[config.mk]
export PLATFORM = sky130hd
export DESIGN_NAME = mem_arbiter
export DESIGN_NICKNAME = d
export VERILOG_FILES = /design/src/rtl/mem_arbiter.sv
export SDC_FILE = /design/constraint.sdc
export NUM_CORES = 1
export LEC_CHECK = 0
export CELL_PAD_IN_SITES_DETAIL_PLACEMENT = 1
export CELL_PAD_IN_SITES_GLOBAL_PLACEMENT = 1
export CORE_AREA = 2 2 187 189
export CTS_CLUSTER_DIAMETER = 30
export DETAILED_ROUTE_END_ITERATION = 16
export DIE_AREA = 0 0 189 191
export GPL_TIMING_DRIVEN = 1
export PLACE_DENSITY_LB_ADDON = 0.1
export SLEW_MARGIN = 10
export SYNTH_ARGS = -nofsm -noshare
export SYNTH_HDL_FRONTEND = slang
export SYNTH_SLANG_ARGS = --single-unit
[constraint.sdc]
create_clock -name clk -period 1.5 [get_ports clk]
set_input_delay 0.375 -clock clk [delete_from_list [all_inputs] [get_ports clk]]
set_output_delay 0.375 -clock clk [all_outputs]
set_load 0.005 [all_outputs]
[src/rtl/mem_arbiter.sv]
`default_nettype none
// ============================================================================
// Module      : mem_arbiter
// Description : Single-port memory arbiter between the instruction-fetch
//               requester and the data load/store requester. One transaction
//               is in flight at a time. It is presented on a shared
//               valid/ready request channel, and the memory response is
//               routed back to the requester that owns the transaction.
//
//               The optional compile macro MEM_ARB_RR_EN selects round-robin
//               arbitration when both requesters are valid. When the macro is
//               undefined, arbitration is fixed priority with data over fetch.
//
// Ports       : clk, rst                 clock, synchronous active-high reset
//               ireq_* / iflush_i        fetch request channel and redirect
//               iresp_valid_o            fetch response strobe
//               dreq_*                   data load/store request channel
//               dresp_valid_o            data response strobe (load or ack)
//               resp_rdata_o             shared response data
//               mem_req_* / mem_*_o      registered memory request channel
//               mem_resp_valid_i/rdata   memory response
//               busy_o                   transaction in flight
// Revision    : 1.0 - initial release
// ============================================================================
module mem_arbiter #(
    parameter int ADDR_W = 64,
    parameter int DATA_W = 64
) (
    input  logic                  clk,
    input  logic                  rst,

    input  logic                  ireq_valid_i,
    output logic                  ireq_ready_o,
    input  logic [ADDR_W-1:0]     ireq_addr_i,
    input  logic                  iflush_i,
    output logic                  iresp_valid_o,

    input  logic                  dreq_valid_i,
    output logic                  dreq_ready_o,
    input  logic [ADDR_W-1:0]     dreq_addr_i,
    input  logic                  dreq_we_i,
    input  logic [DATA_W-1:0]     dreq_wdata_i,
    input  logic [DATA_W/8-1:0]   dreq_wstrb_i,
    output logic                  dresp_valid_o,

    output logic [DATA_W-1:0]     resp_rdata_o,

    output logic                  mem_req_valid_o,
    input  logic                  mem_req_ready_i,
    output logic [ADDR_W-1:0]     mem_addr_o,
    output logic                  mem_we_o,
    output logic [DATA_W-1:0]     mem_wdata_o,
    output logic [DATA_W/8-1:0]   mem_wstrb_o,
    input  logic                  mem_resp_valid_i,
    input  logic [DATA_W-1:0]     mem_rdata_i,

    output logic                  busy_o
);

    localparam logic [1:0] c_IDLE = 2'd0;
    localparam logic [1:0] c_REQ  = 2'd1;
    localparam logic [1:0] c_RESP = 2'd2;

    logic [1:0]           r_state;
    logic                 r_owner_d;   // 1 = data owns the current transaction
    logic                 r_drop;      // fetch response must be swallowed
    logic [ADDR_W-1:0]    r_addr;
    logic                 r_we;
    logic [DATA_W-1:0]    r_wdata;
    logic [DATA_W/8-1:0]  r_wstrb;

    logic                 w_idle;
    logic                 w_grant_d;
    logic                 w_grant_i;
    logic                 w_accept;
    logic                 w_flush_hit;
    logic                 w_resp;

`ifdef MEM_ARB_RR_EN
    // Remembers the requester that won last; reset points at fetch so that the
    // first contested grant goes to data.
    logic                 r_last_d;

    always_comb begin
        w_grant_d = 1'b0;
        w_grant_i = 1'b0;
        if (dreq_valid_i && ireq_valid_i) begin
            w_grant_d = ~r_last_d;
            w_grant_i = r_last_d;
        end else begin
            w_grant_d = dreq_valid_i;
            w_grant_i = ireq_valid_i;
        end
    end

    always_ff @(posedge clk) begin
        if (rst) begin
            r_last_d <= 1'b0;
        end else if (w_accept) begin
            r_last_d <= w_grant_d;
        end
    end
`else
    assign w_grant_d = dreq_valid_i;
    assign w_grant_i = ireq_valid_i & ~dreq_valid_i;
`endif

    assign w_idle      = (r_state == c_IDLE);
    assign w_accept    = w_idle & (w_grant_d | w_grant_i);
    // Only a fetch-owned transaction can be flushed; data traffic ignores it.
    assign w_flush_hit = iflush_i & ~r_owner_d;
    assign w_resp      = (r_state == c_RESP) & mem_resp_valid_i;

    always_ff @(posedge clk) begin
        if (rst) begin
            r_state   <= c_IDLE;
            r_owner_d <= 1'b0;
            r_drop    <= 1'b0;
            r_addr    <= '0;
            r_we      <= 1'b0;
            r_wdata   <= '0;
            r_wstrb   <= '0;
        end else begin
            case (r_state)
                c_IDLE: begin
                    if (w_accept) begin
                        r_owner_d <= w_grant_d;
                        r_drop    <= 1'b0;
                        r_state   <= c_REQ;
                        if (w_grant_d) begin
                            r_addr  <= dreq_addr_i;
                            r_we    <= dreq_we_i;
                            r_wdata <= dreq_wdata_i;
                            r_wstrb <= dreq_wstrb_i;
                        end else begin
                            // Fetches are always reads.
                            r_addr  <= ireq_addr_i;
                            r_we    <= 1'b0;
                            r_wdata <= '0;
                            r_wstrb <= '0;
                        end
                    end
                end
                c_REQ: begin
                    // The memory request is never withdrawn once presented;
                    // a flush only marks the eventual response for dropping.
                    if (w_flush_hit) begin
                        r_drop <= 1'b1;
                    end
                    if (mem_req_ready_i) begin
                        r_state <= c_RESP;
                    end
                end
                c_RESP: begin
                    if (w_flush_hit) begin
                        r_drop <= 1'b1;
                    end
                    if (mem_resp_valid_i) begin
                        r_state <= c_IDLE;
                        r_drop  <= 1'b0;
                    end
                end
                default: begin
                    r_state <= c_IDLE;
                end
            endcase
        end
    end

    assign ireq_ready_o    = w_idle & w_grant_i;
    assign dreq_ready_o    = w_idle & w_grant_d;

    // A flush arriving in the response cycle itself also suppresses it.
    assign iresp_valid_o   = w_resp & ~r_owner_d & ~r_drop & ~iflush_i;
    assign dresp_valid_o   = w_resp & r_owner_d;
    assign resp_rdata_o    = mem_rdata_i;

    assign mem_req_valid_o = (r_state == c_REQ);
    assign mem_addr_o      = r_addr;
    assign mem_we_o        = r_we;
    assign mem_wdata_o     = r_wdata;
    assign mem_wstrb_o     = r_wstrb;

    assign busy_o          = ~w_idle;

endmodule
`default_nettype wire

==> results of run 1 <==
## power by group
| group | total [mW] | leakage (nW) | internal (mW) | switching (mW) |
|---|---|---|---|---|
| registers | 4.51 | 1.17 | 4.21 | 0.293 |
| logic | 4.92 | 3.58 | 2.82 | 2.10 |
| clock network | 4.65 | 0.296 | 2.90 | 1.75 |
## flip-flops by register name, indices dropped and copies added (netlist names)
| register | flops |
|---|---|
| mem_addr_o | 64 |
| mem_wdata_o | 64 |
| mem_wstrb_o | 8 |
| r_state | 2 |
| mem_we_o | 1 |
| r_drop | 1 |
| r_owner_d | 1 |
## per-layer routing
layer | part of all wire | vias to the layer above | routed length (um) | track usage
li1 | - | 2848 | - | -
met1 | 0.42 | 2876 | 11500 | 0.171
met2 | 0.49 | 263 | 13400 | 0.239
met3 | 0.087 | 17 | 2400 | 0.0571
met4 | 0.0097 | 0 | 267 | 0.0430
met5 | 0 | - | 0 | 0
## critical path: cells and delay by family (launching register included)
kind / cells / cell delay, ps
adder cells (fa/ha/maj): 1 / 150
buffers and inverters: 3 / 320
flip-flops: 1 / 340
AND/OR/NAND/NOR: 2 / 180
## placed cells by master (no fill, tap or decap), types with 19 or more instances in the layout
| master | count |
|---|---|
| clkdlybuf4s50_1 | 205 |
| dfxtp_1 | 131 |
| dlygate4sd2_1 | 127 |
| nor2_1 | 98 |
| mux2i_1 | 64 |
| a211oi_2 | 64 |
| a22oi_1 | 44 |
| a22oi_2 | 29 |
| clkbuf_16 | 27 |
| buf_4 | 27 |
| buf_6 | 26 |
| nor2_2 | 22 |
| nor2_4 | 19 |
## stage by stage
step | instances | total power [mW]
2_1_floorplan | 627 | 6.21
3_3_place_gp | 1361 | 8.19
3_5_place_dp | 1361 | 8.22
4_1_cts | 1414 | 13.5
5_1_grt | 1437 | 14.9
6_report | 1437 | 14.1
## cell type report
type / instances / area share
clock buffers: 20 / 0.0390
flip-flops and latches: 141 / 0.237
repair buffers: 442 / 0.399
clock inverters: 10 / 0.0137
multi-input cells: 365 / 0.262
inverters: 4 / 0.00188
well taps: 455 / 0.0476
## worst paths after layout
path	to	cells after the start	slack (ps)
worst max register to register	mem_addr_o[53]	10	-220
worst min register to register	mem_wdata_o[9]	2	490
worst min-delay path	mem_addr_o[42]	2	300
worst max-delay path	iresp_valid_o	6	-270
## logic make-up after synthesis
logic type                 Yosys count
and+or+nand+nor                    152
muxes                               64
adders and majority gates            4
DFF                                141
buffers and inverters              121
AOI/OAI and AO/OA                  145
## timing repair
| item | in CTS | in global routing |
|---|---|---|
| buffers inserted | 13 | 16 |
| resized for setup | 211 | 151 |
| endpoints found under the setup margin | 270 | 126 |
| endpoints found under the hold margin | 0 | 0 |
| gates cloned | 11 | 12 |
| pin swaps | 7 | 44 |
==> reports/results.ini, run 1 <==
[yosys]
synthAdderAreaFrac = 0.00795
synth_cell_type_count = 31
synth_top_area_frac = 0.448
ys_ff_latch = 141
synth-xor-area-share = 0
ys_top_cells_by_area = dfxtp_1 (45%), a211oi_2 (11%), mux2i_1 (10%)
synth_compound_area_frac = 0.217
synth_area_um2 = 6290
synth.largest_area_cell = dfxtp_1
synthTopCellsByCount = dfxtp_1 (141), nor2_1 (139), buf_4 (78)
muxShareOfSynthArea = 0.102
synth.avg_cell_area_um2 = 10.0
synth_top_family_by_area = compound AO/OA/AOI/OAI gates
synth-async-reset-ratio = 0
synth_edf_count = 0
syn_nets = 903
synth_flop_cell = dfxtp_1
yosys_warnings = 0
yosysSeqAreaShare = 0.448
synthSimpleGateAreaFrac = 0.0962
yosysMostFrequentCell = dfxtp_1
syn_inst = 627

[place]
dpl-instance-area_um2 = 10100
place.gp.congestion = 0.707
port_buffers = 350
dpl_worst_slack_ps = -566
dp_hpwl_mm = 17.9

[global_route]
grt_max_degree = 42
grt_pass1_vias = 6256
overflow = 0
grt_first_pass_wirelength_mm = 39.3
grt_use_total = 0.144
antenna_found_initial = 0

[timing]
post-route-min-period_ps = 1770
max_freq_mhz = 564
max_slew.worst_pin.slew_ps = 320
setup_slack_ps = -272
rsz0062_at_grt = yes
drv_slew = 0
hold_viol = 0
max_slew_margin = 0.780
post-route-period-util = 1.18
finalSetupViolations = 67
whs_ps = 297
skew_ps = 12.7
tns_ps = -7060

[layout]
area_delta_synth_final_pct = 90.1
seq_area_um2 = 2840
multi_input_area_um2 = 3130
fillCellCount = 3746
finish.utilization = 0.351
layout.nets = 1247
drive_gt1_frac = 0.296
num_antenna_cells = 0
final_cell_area_um2 = 12000

[die]
core_area_um2 = 34100
die_h_um = 191
initial_core_util = 0.185
boundaryPins = 479
dieArea_um2 = 36100
rows = 68
die_w_um = 189

[critical_path]
end_kind = primary output
critPathSlowestCell = dfxtp_2
worstReg2RegStart = r_state[1]
cp_cell_sequence = inv_4 > ha_4 > buf_6 > nand2_2 > nor4_2 > buf_2
cp-start-kind = register
slowest_delay_ps = 340
cp_data_arrival_time_ps = 1400
crit_required_ps = 1120
cp_max_fo = 2
critPathKind = register to primary output
setup.worst_path.start = r_state[0]

[drt]
wl_per_cell_um = 19.2
avgViaCountPerCell = 4.18
vias = 6004
firstDrtPassIters = 4
wirelength_mm = 27.5
drc = 0
drtIter0Drc = 175
ant_nets = 0

[min_path]
min_path_type = input port to register
min-delay-start = rst

[cts]
clock_sinks = 141
cts_buffers = 17
cts_tree = yes
ctsHoldBuffers = 0
clk_pin_slew_ps = 70
clk_path_buf_depth = 2
h-tree-depth = 4
root_buffer = clkbuf_16
worstSkewPairLatency_ps = 430

[outcome]
status = finished, violations left
violations = setup timing

[pwr]
ir_drop_mv = 0.607
p_per_area_nw_per_um2 = 1180
p_leak_nw = 5.04

[flow_run]
max-cap-violations = 0

Note: power is estimated with default switching activity, not from simulation.
==> inputs of run 2 (changes only) <==
--- a/config.mk
+++ b/config.mk
@@ -7,10 +7,12 @@
 export LEC_CHECK = 0
 export CELL_PAD_IN_SITES_DETAIL_PLACEMENT = 1
 export CELL_PAD_IN_SITES_GLOBAL_PLACEMENT = 1
-export CORE_AREA = 2 2 187 189
+export CORE_AREA = 2 2 184 186
+export CTS_BUF_LIST = sky130_fd_sc_hd__clkbuf_8 sky130_fd_sc_hd__clkbuf_16
 export CTS_CLUSTER_DIAMETER = 30
 export DETAILED_ROUTE_END_ITERATION = 16
-export DIE_AREA = 0 0 189 191
+export DIE_AREA = 0 0 186 188
+export DONT_BUFFER_PORTS = 1
 export GPL_TIMING_DRIVEN = 1
 export PLACE_DENSITY_LB_ADDON = 0.1
 export SLEW_MARGIN = 10
==> constraint.sdc (replaced) <==
create_clock -name clk -period 1.8 [get_ports clk]
set_input_delay 0.45 -clock clk [delete_from_list [all_inputs] [get_ports clk]]
set_output_delay 0.45 -clock clk [all_outputs]
set_load 0.005 [all_outputs]
==> run 2 against run 1 <==
Net effect: the flow now finishes without violations; global-route usage fell by 3.4 points; utilization is 14 points lower; sequential share of layout area increased by 16 points; critical endpoint is now dreq_ready_o; highest routed layer unchanged.
==> reports/results.ini, run 2 (synthesis results as in run 1) <==
[critical_path]
critPathSlowestCell = dfxtp_4
r2r_cells = 8
end_kind = primary output
cp-start-kind = register
cp_max_fo = 5
timing.rr.end = mem_wdata_o[62]
cp_cell_sequence = inv_4 > ha_4 > and2_4 > buf_12
slowest_delay_ps = 380
worstReg2RegStart = r_state[1]
rrSetupSlack_ps = 80
crit_required_ps = 1350
critPathKind = register to primary output
cp_data_arrival_time_ps = 1300

[layout]
fillCellCount = 3777
multi_input_area_um2 = 2760
num_antenna_cells = 0
final_cell_mix = nor2_1 (139), dfxtp_1 (139), a22oi_1 (68)
area_delta_synth_final_pct = 12.9
seq_area_um2 = 2830
layout.nets = 827
drive_gt1_frac = 0.227
finalNonFillerCells = 1011

[drt]
vias = 4347
drtIter0Drc = 144
drc = 0
avgViaCountPerCell = 4.30
wirelength_mm = 19.9
ant_nets = 0
wl_per_cell_um = 19.7
firstDrtPassIters = 4

[cts]
cts_tree = yes
cts_buffers = 17
h-tree-depth = 4
clk_path_buf_depth = 2
clock_sinks = 141
clk_pin_slew_ps = 60
root_buffer = clkbuf_16
worstSkewPairLatency_ps = 440

[global_route]
overflow = 0
antenna_found_initial = 0
grt_max_degree = 142
grt_first_pass_wirelength_mm = 28.1
grt_pass1_vias = 4507
grt_use_total = 0.110

[place]
placed_cells = 971
place.gp.congestion = 0.680
dpl_worst_slack_ps = 104
port_buffers = 0
dp_hpwl_mm = 13.4

[pwr]
finalPower_mw = 9.23
ir_drop_mv = 0.657
p_leak_nw = 2.64
p_per_area_nw_per_um2 = 1300

[timing]
drv_slew = 0
max_slew_margin = 0.656
post-route-period-util = 0.972
setup_slack_ps = 51.2
skew_ps = 5.52
whs_ps = 83.2
finalSetupViolations = 0
post-route-min-period_ps = 1750
max_freq_mhz = 572
max_slew.worst_pin.slew_ps = 515
rsz0062_at_grt = yes
hold_viol = 0

[min_path]
holdPathEnd = mem_addr_o[44]
min_path_type = input port to register
hold_depth = 1
min-delay-start = rst

[die]
boundaryPins = 479
die_h_um = 188
core_area_um2 = 33100
rows = 67
initial_core_util = 0.190
die_w_um = 186
dieArea_um2 = 35000

[outcome]
status = complete, no violations

[flow_run]
max-cap-violations = 0

-- run 2: what timing repair did --
item                                    in CTS  in global routing
hold buffers                                 0                  0
pin swaps                                    6                  3
buffers inserted                             5                  0
cloned                                       4                  0
gates resized for setup                     17                  6
endpoints found under the setup margin       5                  8
-- run 2: how the worst max path moves through the flow --
stage                  from  cells past startpoint  slack (ps)      endpoint
6_report         r_state[1]                      4          50  dreq_ready_o
3_5_place_dp     r_state[1]                      4         100  dreq_ready_o
5_1_grt          r_state[1]                      4          -9  dreq_ready_o
4_1_cts          r_state[1]                      4           3  dreq_ready_o
2_1_floorplan  dreq_valid_i                      4         200  ireq_ready_o
3_3_place_gp     r_state[0]                      4         140  dreq_ready_o
-- run 2: worst max-delay path, delay by kind of cell (launching register included) --
family | cells | cell delay (ps)
DFF | 1 | 380
buffers and inverters | 2 | 180
adders and majority gates | 1 | 160
and+or+nand+nor | 1 | 140
-- run 2: area by class of cell --
| type | instances | area share |
|---|---|---|
| clock inverters | 13 | 0.0245 |
| multi-input cells | 365 | 0.388 |
| well taps | 448 | 0.0788 |
| repair buffers | 22 | 0.0461 |
| flip-flops and latches | 141 | 0.398 |
| inverters | 4 | 0.00282 |
| clock buffers | 18 | 0.0618 |
-- run 2: power breakdown --
part           switching (mW)  internal (mW)  total [mW]
sequential              0.347           3.51        3.85
clock                    1.41           2.33        3.74
combinational           0.870          0.767        1.64
-- run 2: stage by stage --
stage | area [um^2] | utilization | setup TNS [ps]
global route | 7110 | 0.215 | -9.86
floorplan | 6290 | - | 0
CTS | 7080 | 0.214 | 0
global placement | 6240 | 0.188 | 0
detailed placement | 6240 | 0.188 | 0
finish | 7110 | 0.215 | 0
-- run 2: routing by layer --
layer / up-vias / share of wire / wire length (um) / global-route usage
met2: 291 / 0.50 / 10000 / 0.189
met1: 2037 / 0.35 / 6970 / 0.108
met3: 23 / 0.13 / 2490 / 0.0594
met5: - / 0 / 0 / 0
met4: 0 / 0.021 / 411 / 0.0509
li1: 1996 / - / - / -
